[src/rtl/rv32i_types.sv]
// rv32i_types: shared reorder-buffer types and the operand lookup used by both query ports.
package rv32i_types;
   localparam int ROB_DEPTH = 3;
   localparam int ROB_NUM_ELEMS = 2**ROB_DEPTH;
   typedef logic [ROB_DEPTH-1:0] rob_tag_t;
   typedef struct packed {
      logic        valid;
      logic        ready;
      logic [4:0]  rd;
      logic [31:0] value;
   } rob_entry_t;
   // A same-cycle CDB broadcast wins over the stored entry, so dispatch never misses a result.
   function automatic logic [32:0] rob_lookup(input rob_entry_t e, input logic cdb_valid,
                                              input rob_tag_t cdb_tag, input logic [31:0] cdb_value,
                                              input rob_tag_t tag);
      return (cdb_valid && cdb_tag == tag) ? {1'b1, cdb_value} : {e.ready, e.value};
   endfunction
endpackage

[src/rtl/rob.sv]
// rob: reorder buffer; allocates tags, captures CDB results, retires in program order.
module rob import rv32i_types::*; (
   input  logic                 clk,
   input  logic                 rst,
   input  logic                 flush,
   input  logic                 dispatch_valid,
   input  logic [4:0]           dispatch_rd,
   output logic                 dispatch_ready,
   output logic [ROB_DEPTH-1:0] dispatch_tag,
   input  logic [ROB_DEPTH-1:0] rs1_query_tag,
   output logic                 rs1_query_ready,
   output logic [31:0]          rs1_query_value,
   input  logic [ROB_DEPTH-1:0] rs2_query_tag,
   output logic                 rs2_query_ready,
   output logic [31:0]          rs2_query_value,
   input  logic                 cdb_valid,
   input  logic [ROB_DEPTH-1:0] cdb_tag,
   input  logic [31:0]          cdb_value,
   output logic                 commit_valid,
   output logic [4:0]           commit_rd,
   output logic [31:0]          commit_value,
   output logic [ROB_DEPTH-1:0] commit_tag,
   output logic [ROB_DEPTH:0]   count
);
   rob_entry_t ent [ROB_NUM_ELEMS];
   rob_tag_t head, tail;
   logic full, do_dispatch;
   // count never exceeds ROB_NUM_ELEMS, so its top bit alone marks full
   assign full = count[ROB_DEPTH];
   assign dispatch_ready = !full;
   assign dispatch_tag = tail;
   assign do_dispatch = dispatch_valid && !full;
   assign commit_valid = ent[head].valid && ent[head].ready;
   assign commit_rd = commit_valid ? ent[head].rd : '0;
   assign commit_value = commit_valid ? ent[head].value : '0;
   assign commit_tag = commit_valid ? head : '0;
   assign {rs1_query_ready, rs1_query_value} = rob_lookup(ent[rs1_query_tag], cdb_valid, cdb_tag, cdb_value, rs1_query_tag);
   assign {rs2_query_ready, rs2_query_value} = rob_lookup(ent[rs2_query_tag], cdb_valid, cdb_tag, cdb_value, rs2_query_tag);
   always_ff @(posedge clk or posedge rst) begin
      if (rst) begin
         head <= '0;
         tail <= '0;
         count <= '0;
         for (int i = 0; i < ROB_NUM_ELEMS; i++) ent[i] <= '0;
      end else if (flush) begin
         head <= '0;
         tail <= '0;
         count <= '0;
         for (int i = 0; i < ROB_NUM_ELEMS; i++) ent[i].valid <= 1'b0;
      end else begin
         if (cdb_valid && ent[cdb_tag].valid) begin
            ent[cdb_tag].ready <= 1'b1;
            ent[cdb_tag].value <= cdb_value;
         end
         if (do_dispatch) begin
            ent[tail].valid <= 1'b1;
            ent[tail].ready <= 1'b0;
            ent[tail].rd <= dispatch_rd;
         end
         if (commit_valid) ent[head].valid <= 1'b0;
         head <= head + rob_tag_t'(commit_valid);
         tail <= tail + rob_tag_t'(do_dispatch);
         count <= count + (ROB_DEPTH+1)'(do_dispatch) - (ROB_DEPTH+1)'(commit_valid);
      end
   end
endmodule
[config.mk]
export PLATFORM = sky130hd
export DESIGN_NAME = rob
export DESIGN_NICKNAME = d
export VERILOG_FILES = /design/src/rtl/rv32i_types.sv /design/src/rtl/rob.sv
export SDC_FILE = /design/constraint.sdc
export NUM_CORES = 1
export LEC_CHECK = 0
export CAP_MARGIN = 20
export CORE_UTILIZATION = 40
export CTS_CLUSTER_DIAMETER = 80
export CTS_CLUSTER_SIZE = 8
export DETAILED_ROUTE_END_ITERATION = 6
export SETUP_SLACK_MARGIN = 0.1
export SYNTH_ARGS = -nofsm -noshare
export SYNTH_HDL_FRONTEND = slang
export SYNTH_SLANG_ARGS = --single-unit
[constraint.sdc]
create_clock -name clk -period 13.1 [get_ports clk]
set_clock_uncertainty 0.1 [all_clocks]
set_input_delay 2.62 -clock clk [delete_from_list [all_inputs] [get_ports clk]]
set_output_delay 2.62 -clock clk [all_outputs]
set_load 0.01 [all_outputs]
==> metrics.cfg <==
[hold_path]
hp-class = flip-flop to flip-flop

[yosys]
ys_seq_elements = 322
synth_edf_count = 0
netlist_area_mm2 = 0.0192
yosysWarningCount = 0
synth_compound_area_share_pct = 8.32
synth.area.mux_share_pct = 37.3
ys_top_cells_by_area = dfrtp_1 42%, mux4_2 16%, mux2_2 15%, mux2i_1 3.6%, o22ai_1 3.5%
synth_xor_area_share_pct = 0.502
synthDistinctLibCells = 64
netlist_instances = 1461
yosys.area_share.adder_pct = 0.626
yosys-top-cells-count = 322 x dfrtp_1, 261 x mux2_2, 134 x mux4_2, 106 x o22ai_1, 81 x nor2_1
yosysTopAreaCellShare_pct = 42.0
syn_nets = 1521
yosys_most_used_dff = dfrtp_1
synth-simple-area-share_pct = 6.31
syn_avg_cell_area_um2 = 13.1
synth_top_family_by_area = multiplexers
yosysMostFrequentCell = dfrtp_1
synth-seq-area-share_pct = 42.0
async_reset_ff_share_pct = 100
synth_top_area_cell = dfrtp_1

[timing]
finalSetupTns_ns = 0
rsz0062_at_grt = false
period_needed_ns = 8.34
slew_headroom_pct = 22.1
tightest_slew_ns = 1.17
fin_crit_sh_pct = 63.6
slew_viol_final = 0
setup_viol = 0
timing.fmax_ghz = 0.120
report.final.hold_viol_count = 0

[clock_network]
cts_hold_buffers = 0
cts_max_path_buffers = 3
cts_buffers = 46
cts_htree_levels = 2
clockRootBuffer = clkbuf_16
post_cts_buffers = 0
post_cts_resized = 0
cts_tree = done
clk_pin_slew_ns = 0.04
clk_latency_ns = 0.57
cts.sinks = 322

[placement]
portBuffers = 165
dpl.cell_count = 2106
gp_congestion = 0.793
hpwlAfterDp_um = 33800

[floorplan]
pin_count = 166
core_area_mm2 = 0.0470
rows = 79
die_h_um = 221
dieWidth_um = 221
start_util_pct = 40.9
die_area_mm2 = 0.0488

[power]
p_sw_uw = 728
power_density_mw_per_mm2 = 120
pwr-share-comb_pct = 17.7
clockPowerShare_pct = 39.5
vdd_drop_max_uv = 83.8
pwr-share-seq_pct = 42.7
internal_power_uw = 1950
p_leak_uw = 0.00994
swShare_pct = 27.2

[job]
maxCapViolCount = 0

[worst_setup_path]
path_common_cell = buf_4
cp.depth = 6
r2r_slack_ns = 8.96
worstSetupPathType = input port to primary output
r2r-end = count[2]
r2r-start = head[1]
crit_fanout = 37
cp-endpoint = rs1_query_value[2]
critPathMaxStageDelay_ns = 0.77
critPathCaptureType = primary output
path_buf_inv = 3
startpoint_type = input port
critPathArrivalTime_ns = 5.62
crit_slowest_cell = buf_4
cp_cell_sequence = buf_4 > buf_4 > mux4_2 > mux2i_1 > a21oi_1 > clkdlybuf4s50_1
cp.required_ns = 10.38
crit_family = buffers and inverters
ff2ff_path_depth = 11
startpoint = rs1_query_tag[0]

[global_route]
grt.total_usage_pct = 24.3
grt_pass1_vias = 14182
grt_first_pass_wirelength_um = 90600
grt_overflow = 0
grt_max_degree = 108
antenna_found_initial = 2

[status]
status = completed

[cells_and_area]
drive_gt1_share_pct = 35.1
finalNonFillerCells = 2160
final_nets = 1609
syn_to_final_growth_pct = 15.9

[detailed_routing]
wl_per_cell_um = 27.4
drc_errors = 0
drt_iter0_markers = 1222
vias_per_cell = 6.37
drt-total-wl_um = 59100
vias = 13765
ant_nets = 0
firstDrtPassIters = 5

[power groups by stage]
| stage | Sequential (µW) | Clock (µW) | Combinational, µW |
|---|---|---|---|
| after floorplan | 1140 | 0 | 329 |
| after global placement | 1150 | 0 | 469 |
| after detailed placement | 1160 | 0 | 476 |
| after CTS | 1140 | 1080 | 477 |
| after global routing | 1150 | 1120 | 511 |
| final | 1140 | 1060 | 475 |
[metal layers]
metal | vias to the layer above | routed length [µm] | track usage, %
li1 | 5822 | - | -
met1 | 7134 | 24800 | 33.5
met2 | 667 | 28000 | 38.7
met3 | 142 | 4620 | 4.21
met4 | 0 | 1710 | 8.46
met5 | - | 0 | 0
[cell type report]
cell class | count | area (µm²)
sequential | 322 | 8060
timing repair buffer | 201 | 1930
clock buffer | 47 | 1180
tap | 607 | 759
clock inverter | 3 | 41.3
multi-input combinational | 962 | 10200
antenna | 2 | 5.00
fill | 4106 | 24700
inverter | 16 | 67.6
[worst reg2reg max path, cell delays in order, from the launching register on]
cell	delay (ns)
dfrtp_1	0.81
inv_1	0.29
a221oi_1	0.34
o21a_2	0.46
buf_4	0.60
nor2_1	0.22
ha_1	0.34
inv_1	0.04
ha_1	0.20
fa_1	0.42
xnor2_1	0.17
nor2_1	0.05
[worst min-delay path by stage]
stage,start,end,slack (ns),cells past startpoint
after detailed placement,flip-flop,flip-flop,0.40,1
after floorplan,flip-flop,flip-flop,0.38,1
after global placement,flip-flop,flip-flop,0.39,1
after CTS,flip-flop,flip-flop,0.41,1
final,flip-flop,flip-flop,0.40,1
after global routing,flip-flop,flip-flop,0.41,1
[stage by stage]
| step | util, % | worst slack (ns) | hold slack, ns | total power (µW) | area, µm² |
|---|---|---|---|---|---|
| finish | 47.4 | 4.76 | 0.405 | 2680 | 22200 |
| floorplan | - | 1.47 | 0.380 | 1470 | 19200 |
| global route | 47.4 | 4.52 | 0.414 | 2780 | 22200 |
| detailed placement | 44.7 | 4.39 | 0.395 | 1630 | 21000 |
| global placement | 44.6 | 4.43 | 0.387 | 1620 | 21000 |
| CTS | 47.3 | 4.39 | 0.406 | 2700 | 22200 |
[cell usage in the layout, fill, tap and decap left out, drive strengths merged, types with 6 or more instances in the layout]
cell type / instances
mux2i: 69
or4: 24
o221ai: 21
nand2b: 9
buf: 42
inv: 16
nand4: 6
clkdlybuf4s50: 159
dfrtp: 322
o22a: 23
ha: 8
mux4: 134
mux2: 296
nand2: 9
clkbuf: 47
a21oi: 67
nor2: 81
nor2b: 13
xnor2: 10
nor3: 24
o22ai: 107
nor4: 13
[cell families after synthesis]
kind of cell    Yosys count
simple gates            205
mux                     499
flops                   322
buf+inv                 177
fa+ha+maj                 9
xor+xnor                 11
compound gates          238
No activity file was read; power rests on OpenSTA's default activity.
